[config.mk]
export PLATFORM = sky130hd
export DESIGN_NAME = interrupt_control_signals_flat
export DESIGN_NICKNAME = d
export VERILOG_FILES = /design/src/rtl/interrupt_control_signals_if.sv /design/src/rtl/interrupt_control_signals.sv /design/src/flat_wrapper.sv
export SDC_FILE = /design/constraint.sdc
export NUM_CORES = 1
export LEC_CHECK = 0
export BUFFER_PORTS_ARGS = -buffer_cell sky130_fd_sc_hd__buf_4
export CAP_MARGIN = 25
export CORE_ASPECT_RATIO = 1.1
export CORE_UTILIZATION = 37
export CTS_CLUSTER_SIZE = 14
export DETAILED_ROUTE_END_ITERATION = 8
export GPL_TIMING_DRIVEN = 0
export PLACE_DENSITY = 0.76
export SYNTH_ARGS = -nofsm -noshare
export SYNTH_HDL_FRONTEND = slang
export SYNTH_SLANG_ARGS = --single-unit
[constraint.sdc]
create_clock -name clock -period 0.9 [get_ports clock]
set_input_delay 0.09 -clock clock [delete_from_list [all_inputs] [get_ports clock]]
set_output_delay 0.09 -clock clock [all_outputs]
set_load 0.05 [all_outputs]
[src/rtl/interrupt_control_signals_if.sv]
// Bundle between the 8259A ack/poll control FSM (master) and the INT/clear/ack slice (slave).
// ICS_ONEHOT_CHECK_EN adds the protocol_error signal.
interface interrupt_control_signals_if;
  logic       write_initial_command_word_1;
  logic [7:0] interrupt;
  logic       end_of_acknowledge_sequence;
  logic       end_of_poll_command;
  logic [1:0] next_control_state;
  logic       latch_in_service;
  logic [1:0] control_state;
  logic       interrupt_to_cpu;
  logic       freeze;
  logic [7:0] clear_interrupt_request;
  logic [7:0] acknowledge_interrupt;
  logic [7:0] interrupt_when_ack1;
`ifdef ICS_ONEHOT_CHECK_EN
  logic       protocol_error;
`endif

  modport master (
    output write_initial_command_word_1, interrupt, end_of_acknowledge_sequence,
           end_of_poll_command, next_control_state, latch_in_service, control_state,
    input  interrupt_to_cpu, freeze, clear_interrupt_request, acknowledge_interrupt,
           interrupt_when_ack1
`ifdef ICS_ONEHOT_CHECK_EN
    , input protocol_error
`endif
  );

  modport slave (
    input  write_initial_command_word_1, interrupt, end_of_acknowledge_sequence,
           end_of_poll_command, next_control_state, latch_in_service, control_state,
    output interrupt_to_cpu, freeze, clear_interrupt_request, acknowledge_interrupt,
           interrupt_when_ack1
`ifdef ICS_ONEHOT_CHECK_EN
    , output protocol_error
`endif
  );
endinterface

[src/rtl/interrupt_control_signals.sv]
// 8259A control slice: INT pin, freeze strobe, IRR clear / ISR set vectors, ACK1 vector capture.
// Optional sticky one-hot check on the ISR latch path when ICS_ONEHOT_CHECK_EN is defined.
module interrupt_control_signals (
  input logic                            clock,
  input logic                            reset_n,
  interrupt_control_signals_if.slave     bus
);

  typedef enum logic [1:0] {
    CTL_READY = 2'b00,
    CTL_ACK1  = 2'b01,
    CTL_ACK2  = 2'b10,
    CTL_POLL  = 2'b11
  } ctl_state_e;

  ctl_state_e next_state;
  ctl_state_e cur_state;

  logic       int_q, int_d;
  logic       freeze_q, freeze_d;
  logic [7:0] ack1_q, ack1_d;

  assign next_state = ctl_state_e'(bus.next_control_state);
  assign cur_state  = ctl_state_e'(bus.control_state);

  always_comb begin
    int_d = int_q;
    if (bus.write_initial_command_word_1)    int_d = 1'b0;
    else if (bus.interrupt != '0)            int_d = 1'b1;
    else if (bus.end_of_acknowledge_sequence) int_d = 1'b0;
    else if (bus.end_of_poll_command)        int_d = 1'b0;

    freeze_d = (next_state != CTL_READY);

    ack1_d = ack1_q;
    if (bus.write_initial_command_word_1) ack1_d = '0;
    else if (cur_state == CTL_ACK1)       ack1_d = bus.interrupt;
  end

  always_ff @(posedge clock) begin
    if (!reset_n) begin
      int_q    <= 1'b0;
      freeze_q <= 1'b0;
      ack1_q   <= '0;
    end else begin
      int_q    <= int_d;
      freeze_q <= freeze_d;
      ack1_q   <= ack1_d;
    end
  end

  // Zero-latency IRR/ISR strobes; held quiet while the part is in reset.
  always_comb begin
    bus.clear_interrupt_request = '0;
    bus.acknowledge_interrupt   = '0;
    if (reset_n) begin
      if (bus.write_initial_command_word_1) begin
        bus.clear_interrupt_request = '1;
      end else if (bus.latch_in_service) begin
        bus.clear_interrupt_request = bus.interrupt;
        bus.acknowledge_interrupt   = bus.interrupt;
      end
    end
  end

  assign bus.interrupt_to_cpu    = int_q;
  assign bus.freeze              = freeze_q;
  assign bus.interrupt_when_ack1 = ack1_q;

`ifdef ICS_ONEHOT_CHECK_EN
  logic perr_q, perr_d;
  logic not_onehot;

  // Zero, or more than one bit set, both count as a violation.
  assign not_onehot = (bus.interrupt == '0) ||
                      ((bus.interrupt & (bus.interrupt - 8'd1)) != '0);

  always_comb begin
    perr_d = perr_q;
    if (bus.write_initial_command_word_1)             perr_d = 1'b0;
    else if (bus.latch_in_service && not_onehot)      perr_d = 1'b1;
  end

  always_ff @(posedge clock) begin
    if (!reset_n) perr_q <= 1'b0;
    else          perr_q <= perr_d;
  end

  assign bus.protocol_error = perr_q;
`endif

endmodule

[src/flat_wrapper.sv]
// flat-port wrapper written by rule: the top's interface ports become plain ports
module interrupt_control_signals_flat 
  (clock, reset_n, bus_write_initial_command_word_1, bus_interrupt, bus_end_of_acknowledge_sequence, bus_end_of_poll_command, bus_next_control_state, bus_latch_in_service, bus_control_state, bus_interrupt_to_cpu, bus_freeze, bus_clear_interrupt_request, bus_acknowledge_interrupt, bus_interrupt_when_ack1);
  interrupt_control_signals_if bus_i ();
  input logic clock;
  input logic reset_n;
  input wire logic [$bits(bus_i.write_initial_command_word_1)-1:0] bus_write_initial_command_word_1;
  input wire logic [$bits(bus_i.interrupt)-1:0] bus_interrupt;
  input wire logic [$bits(bus_i.end_of_acknowledge_sequence)-1:0] bus_end_of_acknowledge_sequence;
  input wire logic [$bits(bus_i.end_of_poll_command)-1:0] bus_end_of_poll_command;
  input wire logic [$bits(bus_i.next_control_state)-1:0] bus_next_control_state;
  input wire logic [$bits(bus_i.latch_in_service)-1:0] bus_latch_in_service;
  input wire logic [$bits(bus_i.control_state)-1:0] bus_control_state;
  output wire logic [$bits(bus_i.interrupt_to_cpu)-1:0] bus_interrupt_to_cpu;
  output wire logic [$bits(bus_i.freeze)-1:0] bus_freeze;
  output wire logic [$bits(bus_i.clear_interrupt_request)-1:0] bus_clear_interrupt_request;
  output wire logic [$bits(bus_i.acknowledge_interrupt)-1:0] bus_acknowledge_interrupt;
  output wire logic [$bits(bus_i.interrupt_when_ack1)-1:0] bus_interrupt_when_ack1;
  assign bus_i.write_initial_command_word_1 = bus_write_initial_command_word_1;
  assign bus_i.interrupt = bus_interrupt;
  assign bus_i.end_of_acknowledge_sequence = bus_end_of_acknowledge_sequence;
  assign bus_i.end_of_poll_command = bus_end_of_poll_command;
  assign bus_i.next_control_state = bus_next_control_state;
  assign bus_i.latch_in_service = bus_latch_in_service;
  assign bus_i.control_state = bus_control_state;
  assign bus_interrupt_to_cpu = bus_i.interrupt_to_cpu;
  assign bus_freeze = bus_i.freeze;
  assign bus_clear_interrupt_request = bus_i.clear_interrupt_request;
  assign bus_acknowledge_interrupt = bus_i.acknowledge_interrupt;
  assign bus_interrupt_when_ack1 = bus_i.interrupt_when_ack1;
  interrupt_control_signals u_core (.clock(clock), .reset_n(reset_n), .bus(bus_i));
endmodule
* Word level (Yosys, flattened, before mapping) *
Cells that the tools add are included.

cells by class
  equal/unequal tests = 1
  multiplexer cells = 8
  reductions and logical operators = 4
  bitwise operators = 1

operator list
  cell                  number
  $mux W8               5
  $reduce_bool A8 Y1    1
  $mux W1               3
  $reduce_bool A3 Y1    1
  $eq A2 B1 Y1 const B  1
  $reduce_bool A2 Y1    1
  $reduce_or A2 Y1      1
  $not A1 Y1            1

storage, ports and cells
  word-level logic and storage cells = 17
  flip-flop bits (word level) = 10

* Logic depth before layout (Yosys ltp) *
Gate-level depths: netlist of run 1.

  depth after elaboration = 3
  mapped depth = 4
  mapped depth without buffers = 3

* Worst setup path after synthesis of run 1 *
No wires, ideal clock.

  path kind = input-to-output
  start = in bus_latch_in_service
  end = out bus_clear_interrupt_request[5]
  stages = 3
  slack = -0.188 ns
  required time = 0.810 ns
  data arrival time = 0.998 ns
  cells stage by stage = clkbuf_2 -> a21oi_1 -> nor2b_1

between the ends
  longest elaborated chain between the ends = 3

RTL lines
  what             RTL line                         text
  start, declared  flat_wrapper.sv:12               input wire logic [$bits(bus_i.latch_in_service)-1:0] bus_latch_in_service;
  $mux W8          interrupt_control_signals.sv:59  end else if (bus.latch_in_service) begin
  $mux W8          interrupt_control_signals.sv:57  if (bus.write_initial_command_word_1) begin
  $mux W8          interrupt_control_signals.sv:56  if (reset_n) begin
  end, declared    flat_wrapper.sv:16               output wire logic [$bits(bus_i.clear_interrupt_request)-1:0] bus_clear_interrupt_request;

No other way between the ends.

* Worst setup path in the final report of run 1 *
  start = in reset_n
  end = out bus_acknowledge_interrupt[6]

between the ends
  longest elaborated chain between the ends = 1

RTL lines
  what             RTL line                         text
  start, declared  flat_wrapper.sv:6                input logic reset_n;
  $mux W8          interrupt_control_signals.sv:56
  end, declared    flat_wrapper.sv:17               output wire logic [$bits(bus_i.acknowledge_interrupt)-1:0] bus_acknowledge_interrupt;

No other way between the ends.

==> flow_summary.json, run 1 <==
{
  "p_int_w": 0.000903,
  "yosysSeqAreaShare_pct": 36.4,
  "cts_tree": "done",
  "worst_skew_pair.late_latency_ns": 0.26,
  "critical_path_data_required_time_ns": 0.81,
  "cap_viol_max_count": 0,
  "power-per-cell-area_nw_per_um2": 1250,
  "die_area_um2": 1650,
  "clk_path_buf_depth": 2,
  "maxSlewHeadroom_pct": 84.3,
  "wirelength_met1_um": 744,
  "core_area_um2": 1380,
  "worst-setup-path-type": "primary input to output pin",
  "floorplan.initialDensity_pct": 39.8,
  "grt_first_pass_wirelength_mm": 2.51,
  "worst_hold_endpoint": "u_core.bus.freeze$_SDFF_PN0_",
  "power.switching_w": 0.000459,
  "setup_viol": 0,
  "hold_depth": 2,
  "power.share.clock_pct": 29.8,
  "diodes": 0,
  "report.final.slew_viol_count": 0,
  "fillCellCount": 92,
  "final-hold-violation-count": 0,
  "cts_inserted_buffers": 3,
  "startpoint_kind_of_the_worst_setup_timing_path": "primary input",
  "detailedPlacementHpwl_mm": 1.23,
  "critPathCaptureType": "output pin",
  "dieHeight_um": 42.5,
  "area_added_between_synthesis_and_finish_pct": 98.4,
  "grtUsageTotal_pct": 21.5,
  "seq_area_um2": 211,
  "power_leakage_nw": 0.526,
  "postSynthCellCount": 64,
  "synth-warning-count": 0,
  "antenna_found_initial": 0,
  "power_frac_seq_pct": 34.2,
  "dr_wl_met2_um": 967,
  "topRoutingLayerUsed": "met4",
  "run_status": "completed",
  "final_period_minus_worst_setup_slack_ns": 0.883,
  "mostFrequentLayoutCell": "buf_4",
  "drt_first_pass_iters": 4,
  "clock_skew_ns": 0,
  "num-nets-final": 127,
  "fin_tns_setup_ns": 0,
  "crit-reg2reg-capture": "u_core.bus.interrupt_when_ack1[2]$_SDFFE_PP0N_",
  "fp-row-count": 14,
  "timing.hold.ws_ns": 0.0147,
  "regToRegStartpoint": "u_core.bus.interrupt_when_ack1[2]$_SDFFE_PP0N_",
  "final_design_area_no_fill_um2": 1090,
  "wl_met3_um": 106,
  "overflow": 0,
  "syn-cell-area_um2": 551,
  "grt_start_max_net_pins": 12,
  "tightestPinTransition_ns": 0.233,
  "timing.reg2reg.setup_slack_ns": 0.28,
  "postSynthRegisterBits": 10,
  "buffer_type_at_the_clock_tree_root": "clkbuf_4",
  "cts_num_sinks": 10,
  "finalCritPeriodShare_pct": 98.1,
  "drt_first_iter_violations": 8,
  "synth_nets": 82,
  "power.switching_fraction_pct": 33.7,
  "worst-path-max-fanout": 11,
  "gpl.final_weighted_congestion": 0.809,
  "port-buffer-count": 42,
  "synthDistinctLibCells": 16,
  "clock.fmax_ghz": 1.13,
  "placedInstanceArea_um2": 917,
  "drt-wirelength-per-cell_um": 14.7,
  "cp.arrival_ns": 0.79,
  "drc": 0,
  "clkSlewWorstSetupHoldPaths_ns": 0.07,
  "postSynthAreaPerCell_um2": 8.60,
  "ir_worst_vdd_uv": 1040,
  "cts_max_level": 1,
  "via_count_of_the_first_global_routing_pass": 574,
  "share_of_cells_above_drive_strength_1_pct": 71.3,
  "min_from": "bus_next_control_state[0]",
  "final_antenna_net_count": 0,
  "route.final.wire_length_mm": 1.83,
  "worstHoldPathType": "primary input to flip-flop",
  "power.combinational.fraction_pct": 35.9,
  "routed_via_density": 5.22,
  "final_core_utilization_pct": 78.9,
  "multi_input_area_um2": 378,
  "layout_common_cells": "25 x buf_4, 11 x buf_6, 9 x nor2_1, 9 x buf_8, 9 x dfxtp_2",
  "die_w_um": 38.8,
  "p_total_w": 0.00136,
  "reg2reg_depth": 2,
  "via_count": 647,
  "num_io_pins": 44
}
==> stage by stage <==
stage                     setup slack, ns  cells
after floorplan                   0.00725     64
after global placement             -0.116    122
after detailed placement           -0.138    122
after CTS                         0.00312    125
after global routing              -0.0118    124
final                              0.0168    124
==> final cells by class <==
cell class / count / share of cell area [%]
repair buffers: 42 / 38.1
well taps: 16 / 1.83
plain buffers: 3 / 2.75
clock buffers: 4 / 3.32
multi-input cells: 49 / 34.6
flip-flops and latches: 10 / 19.4
==> worst max-delay path: stages <==
cell	delay [ns]
buf_8	0.10
nor2b_4	0.24
and3_4	0.23
buf_8	0.14
==> state kept, by name, indices dropped and copies added, names as in the netlist <==
name and cells:
u_core.bus.interrupt_when_ack1 8, u_core.bus.freeze 1, u_core.bus.interrupt_to_cpu 1
==> how the worst max path moves through the flow <==
stage	startpoint	endpoint	slack, ns
2_1_floorplan	u_core.bus.interrupt_when_ack1[0]$_SDFFE_PP0N_	u_core.bus.interrupt_when_ack1[0]$_SDFFE_PP0N_	0.007
3_3_place_gp	reset_n	bus_acknowledge_interrupt[6]	-0.12
3_5_place_dp	reset_n	bus_acknowledge_interrupt[7]	-0.14
4_1_cts	u_core.bus.interrupt_when_ack1[1]$_SDFFE_PP0N_	bus_interrupt_when_ack1[1]	0.003
5_1_grt	reset_n	bus_acknowledge_interrupt[6]	-0.01
6_report	reset_n	bus_acknowledge_interrupt[6]	0.02
==> power groups by stage <==
stage                     Clock [W]  Combinational, W  Sequential, W
after floorplan                   0          0.000239       0.000519
after CTS                  0.000419          0.000462       0.000463
after global placement            0          0.000443       0.000472
after detailed placement          0          0.000448       0.000472
after global routing       0.000454          0.000509       0.000467
final                      0.000407          0.000489       0.000466
==> Yosys cell counts <==
| library cell | instances | area, µm² |
|---|---|---|
| and3_1 | 8 | 50.1 |
| buf_6 | 2 | 22.5 |
| mux2i_1 | 8 | 80.1 |
| dfxtp_1 | 10 | 200 |
| buf_2 | 1 | 5.00 |
| nor2b_1 | 8 | 50.1 |
| a31oi_1 | 1 | 6.26 |
| clkbuf_2 | 1 | 5.00 |
| buf_4 | 1 | 7.51 |
| a21oi_1 | 8 | 40.0 |
| nor2_1 | 9 | 33.8 |
| nand2_1 | 1 | 3.75 |
| o21a_1 | 1 | 7.51 |
| nand2b_1 | 2 | 12.5 |
| nor4_1 | 2 | 12.5 |
| nor2b_4 | 1 | 13.8 |
==> kinds of logic (layout without fill, tap and decap cells) <==
| family | after synthesis | after routing | synth area share (%) |
|---|---|---|---|
| buffers and inverters | 5 | 49 | 7.27 |
| DFF | 10 | 10 | 36.4 |
| and+or+nand+nor | 31 | 31 | 32.0 |
| AOI/OAI and AO/OA | 10 | 10 | 9.77 |
| muxes | 8 | 8 | 14.5 |
==> metal layers <==
layer  vias to the layer above  track usage (%)
met3                         2             6.38
met1                       306             26.7
li1                        307                -
met4                         0             7.59
met2                        32             34.0
met5                         -                0
==> timing repair <==
item | 4_1_cts | 5_1_grt
hold buffers | 0 | 0
setup buffers | 0 | 0
pin swaps | 0 | 2
resized for setup | 15 | 31
endpoints found under the setup margin | 14 | 19
Power figures use the tool's default switching activity.
==> run 2, diff against run 1 <==
--- a/config.mk
+++ b/config.mk
@@ -8,11 +8,11 @@
 export BUFFER_PORTS_ARGS = -buffer_cell sky130_fd_sc_hd__buf_4
 export CAP_MARGIN = 25
 export CORE_ASPECT_RATIO = 1.1
-export CORE_UTILIZATION = 37
+export CORE_UTILIZATION = 33
 export CTS_CLUSTER_SIZE = 14
 export DETAILED_ROUTE_END_ITERATION = 8
 export GPL_TIMING_DRIVEN = 0
-export PLACE_DENSITY = 0.76
+export PLACE_DENSITY = 0.72
 export SYNTH_ARGS = -nofsm -noshare
 export SYNTH_HDL_FRONTEND = slang
 export SYNTH_SLANG_ARGS = --single-unit
==> constraint.sdc (replaced) <==
create_clock -name clock -period 0.8 [get_ports clock]
set_input_delay 0.08 -clock clock [delete_from_list [all_inputs] [get_ports clock]]
set_output_delay 0.08 -clock clock [all_outputs]
set_load 0.05 [all_outputs]
==> run 2 against run 1 <==
  * The run now ends with negative setup slack left
  * Worst setup slack lost 0.065 ns
  * Cell count grew 4.8%
  * Utilization shrank 2.1 points
  * Clock skew is the same
  * Via count grew 1.2%
  * Register-to-register slack lost 0.27 ns
  * Critical endpoint is now bus_interrupt_when_ack1[7]
  * Largest power group unchanged
==> flow_summary.json, run 2 (same netlist as run 1, synthesis figures left out) <==
{
  "seq_area_um2": 213,
  "run_status": "complete, but fails checks",
  "worstHoldPathType": "primary input to flip-flop",
  "fillCellCount": 95,
  "detailedPlacementHpwl_mm": 1.25,
  "via_count_of_the_first_global_routing_pass": 579,
  "num_io_pins": 44,
  "clock.fmax_ghz": 1.18,
  "clkSlewWorstSetupHoldPaths_ns": 0.06,
  "grt_start_max_net_pins": 17,
  "critical_path_data_required_time_ns": 0.72,
  "gpl.final_weighted_congestion": 0.732,
  "timing.final.ws_setup_ns": -0.0482,
  "routed_via_density": 5.04,
  "cp.arrival_ns": 0.77,
  "die_w_um": 40.9,
  "final_design_area_no_fill_um2": 1200,
  "worst-path-buf-inv": 1,
  "port-buffer-count": 42,
  "dieHeight_um": 44.8,
  "power_leakage_nw": 0.569,
  "drt_first_iter_violations": 4,
  "cts_inserted_buffers": 3,
  "area_added_between_synthesis_and_finish_pct": 117,
  "fin_tns_setup_ns": -0.555,
  "clock_skew_ns": 0,
  "drc": 0,
  "crit_chain": "buf_8",
  "core_area_um2": 1560,
  "ir_worst_vdd_uv": 965,
  "worst_skew_pair.late_latency_ns": 0.27,
  "critical_path.top_delay_family": "flip-flops",
  "maxSlewHeadroom_pct": 78.0,
  "layout_common_cells": "28 x buf_4, 18 x buf_8, 10 x dfxtp_2, 9 x nor2_1",
  "startpoint_kind_of_the_worst_setup_timing_path": "flip-flop",
  "worst-setup-path-type": "flip-flop to output pin",
  "overflow": 0,
  "final_period_minus_worst_setup_slack_ns": 0.848,
  "final_antenna_net_count": 0,
  "clk_path_buf_depth": 2,
  "cts_num_sinks": 10,
  "largest_register_ff_count": 8,
  "finalCritPeriodShare_pct": 106,
  "violations": "negative setup slack",
  "mostFrequentLayoutCell": "buf_4",
  "route.final.wire_length_mm": 1.90,
  "rsz0062_at_grt": "yes",
  "diodes": 0,
  "grt_first_pass_wirelength_mm": 2.61,
  "via_count": 655,
  "tightestPinTransition_ns": 0.327,
  "final_core_utilization_pct": 76.8,
  "num-nets-final": 133,
  "buffer_type_at_the_clock_tree_root": "clkbuf_4",
  "report.final.slew_viol_count": 0,
  "multi_input_area_um2": 385,
  "setup_viol": 18,
  "cts_hold_buf": 0,
  "cts_tree": "done",
  "fp-row-count": 15,
  "worst-path-max-fanout": 2,
  "power-per-cell-area_nw_per_um2": 1230,
  "cts_max_level": 1,
  "floorplan.initialDensity_pct": 35.3,
  "cap_viol_max_count": 0,
  "worst_path_max_delay_cell": "dfxtp_2",
  "dp_worst_setup_slack_ns": -0.242,
  "crit_path_max_incr_delay_ns": 0.35,
  "antenna_found_initial": 0,
  "grtUsageTotal_pct": 22.1,
  "drt_first_pass_iters": 4,
  "die_area_um2": 1840,
  "final-hold-violation-count": 0,
  "share_of_cells_above_drive_strength_1_pct": 75.2,
  "drt-wirelength-per-cell_um": 14.6,
  "timing.hold.ws_ns": 0.00364,
  "critPathCaptureType": "output pin",
  "placedInstanceArea_um2": 932
}
==> run 2: cell count changes in the layout (fill, tap and decap cells not counted), sizes merged <==
cell    previous run  this run
buf               45        51
clkbuf             4         3
==> run 2: routing by layer <==
metal	routed length, µm	vias up	global-route usage (%)	part of all wire, %
met5	0	-	0	0
met4	31	0	10.7	1.6
met3	132	5	8.87	6.9
met2	1040	31	35.9	55
met1	699	300	24.1	37
li1	-	319	-	-
==> run 2: area by class of cell <==
cell class              instances  share of cell area, %
repair buffers                 48                   43.1
multi-input cells              49                   32.2
flip-flops and latches         10                   17.8
plain buffers                   3                   3.24
clock buffers                   3                   1.88
well taps                      17                   1.78
==> run 2: what timing repair did <==
action / 4_1_cts / 5_1_grt
gates resized for setup: 41 / 11
setup endpoints to repair: 20 / 20
hold endpoints to repair: 0 / 0
pin swaps: 1 / 1
setup buffers: 4 / 2
==> run 2: where the power goes <==
group	switching (W)	internal, W
Combinational	0.000336	0.000268
Sequential	0.0000120	0.000516
Clock	0.000168	0.000174
Total	0.000515	0.000958
==> run 2: final timing paths <==
check	depth (start not counted)	slack [ns]	start	endpoint
min	2	0.004	bus_next_control_state[0]	u_core.bus.freeze$_SDFF_PN0_
max	1	-0.05	u_core.bus.interrupt_when_ack1[7]$_SDFFE_PP0N_	bus_interrupt_when_ack1[7]
max reg2reg	3	0.01	u_core.bus.interrupt_when_ack1[4]$_SDFFE_PP0N_	u_core.bus.interrupt_when_ack1[4]$_SDFFE_PP0N_
min reg2reg	2	0.50	u_core.bus.interrupt_to_cpu$_SDFFE_PP0P_	u_core.bus.interrupt_to_cpu$_SDFFE_PP0P_
==> run 2: per-stage QoR <==
stage	cells	power (W)
after floorplan	64	0.000856
after global placement	123	0.00103
after detailed placement	123	0.00104
after CTS	128	0.00145
after global routing	130	0.00154
final	130	0.00147
==> run 3, diff against run 2 <==
==> constraint.sdc (replaced) <==
create_clock -name clock -period 0.8 [get_ports clock]
set_input_delay 0.12 -clock clock [delete_from_list [all_inputs] [get_ports clock]]
set_output_delay 0.12 -clock clock [all_outputs]
set_load 0.05 [all_outputs]
==> run 3 against run 2 <==
  * The flow still finishes with violations (negative setup slack)
  * Clock-buffer cell count rose by 1
  * First-iteration DRC count rose by 50%
  * Power rose by 15%
  * Wire length rose by 25%
  * Non-clock buffer count rose by 5
  * Sequential power barely moved
  * Maximum frequency fell by 9.6%
  * Critical path depth rose by 3
  * Flip-flop and latch count did not move
  * Sequential share of layout area fell by 2.1 points
  * Utilization rose by 10 points
  * Global-route usage rose by 2.9 points
==> flow_summary.json, run 3 (same netlist as run 1, synthesis figures left out) <==
{
  "run_status": "complete, but fails checks",
  "violations": "negative setup slack",
  "grt_start_max_net_pins": 11,
  "cts_num_sinks": 10,
  "cts_max_level": 1,
  "worst_hold_endpoint": "u_core.bus.freeze$_SDFF_PN0_",
  "maxSlewHeadroom_pct": 70.7,
  "timing.reg2reg.setup_slack_ns": 0,
  "gpl.final_weighted_congestion": 0.814,
  "floorplan.initialDensity_pct": 35.3,
  "drt_first_iter_violations": 6,
  "via_count": 713,
  "crit-reg2reg-capture": "u_core.bus.interrupt_when_ack1[7]$_SDFFE_PP0N_",
  "die_w_um": 40.9,
  "wirelength_met1_um": 821,
  "multi_input_area_um2": 415,
  "num-nets-final": 138,
  "min_from": "bus_next_control_state[0]",
  "critical_path_data_required_time_ns": 0.68,
  "power.combinational.fraction_pct": 41.1,
  "clkSlewWorstSetupHoldPaths_ns": 0.07,
  "power.share.clock_pct": 27.7,
  "route.final.wire_length_mm": 2.37,
  "final_antenna_net_count": 0,
  "power.switching_fraction_pct": 34.0,
  "drt-wirelength-per-cell_um": 17.4,
  "core_area_um2": 1560,
  "power_leakage_nw": 0.626,
  "fp-row-count": 15,
  "place.detailed.instances": 123,
  "worst-path-max-fanout": 8,
  "wl_met3_um": 142,
  "worst_skew_pair.late_latency_ns": 0.27,
  "antenna_found_initial": 0,
  "clock.fmax_ghz": 1.07,
  "tightestPinTransition_ns": 0.436,
  "dr_wl_met2_mm": 1.37,
  "area_added_between_synthesis_and_finish_pct": 146,
  "final_core_utilization_pct": 87.0,
  "largest_register_ff_count": 8,
  "drc": 0,
  "worstHoldPathType": "primary input to flip-flop",
  "cts_tree": "done",
  "finalCritPeriodShare_pct": 117,
  "rsz0062_at_grt": "yes",
  "share_of_cells_above_drive_strength_1_pct": 79.8,
  "topRoutingLayerUsed": "met4",
  "overflow": 0,
  "hold_depth": 2,
  "power-per-cell-area_nw_per_um2": 1250,
  "power.switching_w": 0.000576,
  "regToRegStartpoint": "u_core.bus.interrupt_when_ack1[7]$_SDFFE_PP0N_",
  "p_int_w": 0.00112,
  "detailedPlacementHpwl_mm": 1.24,
  "grt_first_pass_wirelength_mm": 2.99,
  "port-buffer-count": 42,
  "power_frac_seq_pct": 31.2,
  "worst-setup-path-type": "primary input to output pin",
  "layoutNonFillerInstCount": 136,
  "via_count_of_the_first_global_routing_pass": 624,
  "start_point_of_the_critical_path": "bus_write_initial_command_word_1",
  "drt_first_pass_iters": 4,
  "reg2reg_depth": 3,
  "critPathCaptureType": "output pin",
  "diodes": 0,
  "routed_via_density": 5.24,
  "clk_path_buf_depth": 2,
  "final_period_minus_worst_setup_slack_ns": 0.938,
  "mostFrequentLayoutCell": "buf_4",
  "final-hold-violation-count": 0,
  "cts_inserted_buffers": 3,
  "report.final.slew_viol_count": 0,
  "cp.arrival_ns": 0.82,
  "grtUsageTotal_pct": 25.0,
  "timing.final.ws_setup_ns": -0.138,
  "layout_common_cells": "19 x buf_4, 18 x buf_8, 14 x buf_6, 10 x dfxtp_2, 9 x nor2_1",
  "seq_area_um2": 213,
  "clock_skew_ns": 0,
  "cts_hold_buf": 0,
  "startpoint_kind_of_the_worst_setup_timing_path": "primary input",
  "cap_viol_max_count": 0,
  "buffer_type_at_the_clock_tree_root": "clkbuf_4",
  "fillCellCount": 73,
  "ir_worst_vdd_uv": 1010,
  "setup_viol": 26,
  "timing.hold.ws_ns": 0.0377,
  "num_io_pins": 44,
  "die_area_um2": 1840,
  "dieHeight_um": 44.8
}
run 3: final cells by class:
type | instances | area share, %
Buffer | 4 | 4.71
Clock buffer | 4 | 2.68
Multi-Input combinational cell | 49 | 30.7
Sequential cell | 10 | 15.7
Tap cell | 17 | 1.57
Timing Repair Buffer | 52 | 44.7
run 3: what timing repair did:
| action | in CTS | in global routing |
|---|---|---|
| endpoints found under the setup margin | 26 | 27 |
| hold endpoints to repair | 0 | 0 |
| cloned | 1 | 0 |
| buffers inserted | 4 | 5 |
| gates resized for setup | 62 | 17 |
| pin swaps | 5 | 7 |
run 3: worst max-delay path, cell delays in order:
cell,delay (ns)
buf_12,0.11
nor2b_4,0.21
and3_4,0.23
buf_8,0.14
run 3: worst max path at each step:
stage	endpoint	slack [ns]	cells past startpoint
after CTS	bus_acknowledge_interrupt[4]	-0.10	4
final	bus_acknowledge_interrupt[2]	-0.14	4
after detailed placement	bus_acknowledge_interrupt[4]	-0.32	5
after global routing	bus_acknowledge_interrupt[1]	-0.17	4
after global placement	bus_acknowledge_interrupt[4]	-0.30	5
after floorplan	bus_clear_interrupt_request[5]	-0.10	3
run 3: power groups by stage:
| stage | Sequential (W) | Combinational [W] | Clock (W) |
|---|---|---|---|
| after floorplan | 0.000586 | 0.000269 | 0 |
| after global placement | 0.000532 | 0.000497 | 0 |
| after detailed placement | 0.000533 | 0.000502 | 0 |
| after CTS | 0.000525 | 0.000627 | 0.000474 |
| after global routing | 0.000530 | 0.000724 | 0.000497 |
| final | 0.000528 | 0.000697 | 0.000470 |
run 3: through the flow:
stage | setup TNS [ns] | total power, W | setup WS (ns) | area, µm²
floorplan | -1.33 | 0.000855 | -0.105 | 592
global placement | -3.33 | 0.00103 | -0.298 | 928
detailed placement | -3.71 | 0.00103 | -0.322 | 928
CTS | -1.68 | 0.00163 | -0.105 | 1250
global route | -2.76 | 0.00175 | -0.167 | 1360
finish | -2.14 | 0.00170 | -0.138 | 1360
run 3: per-layer routing:
metal | global-route usage [%] | vias up
li1 | - | 334
met1 | 25.5 | 343
met2 | 43.4 | 32
met3 | 8.37 | 4
met4 | 12.0 | 0
met5 | 0 | -
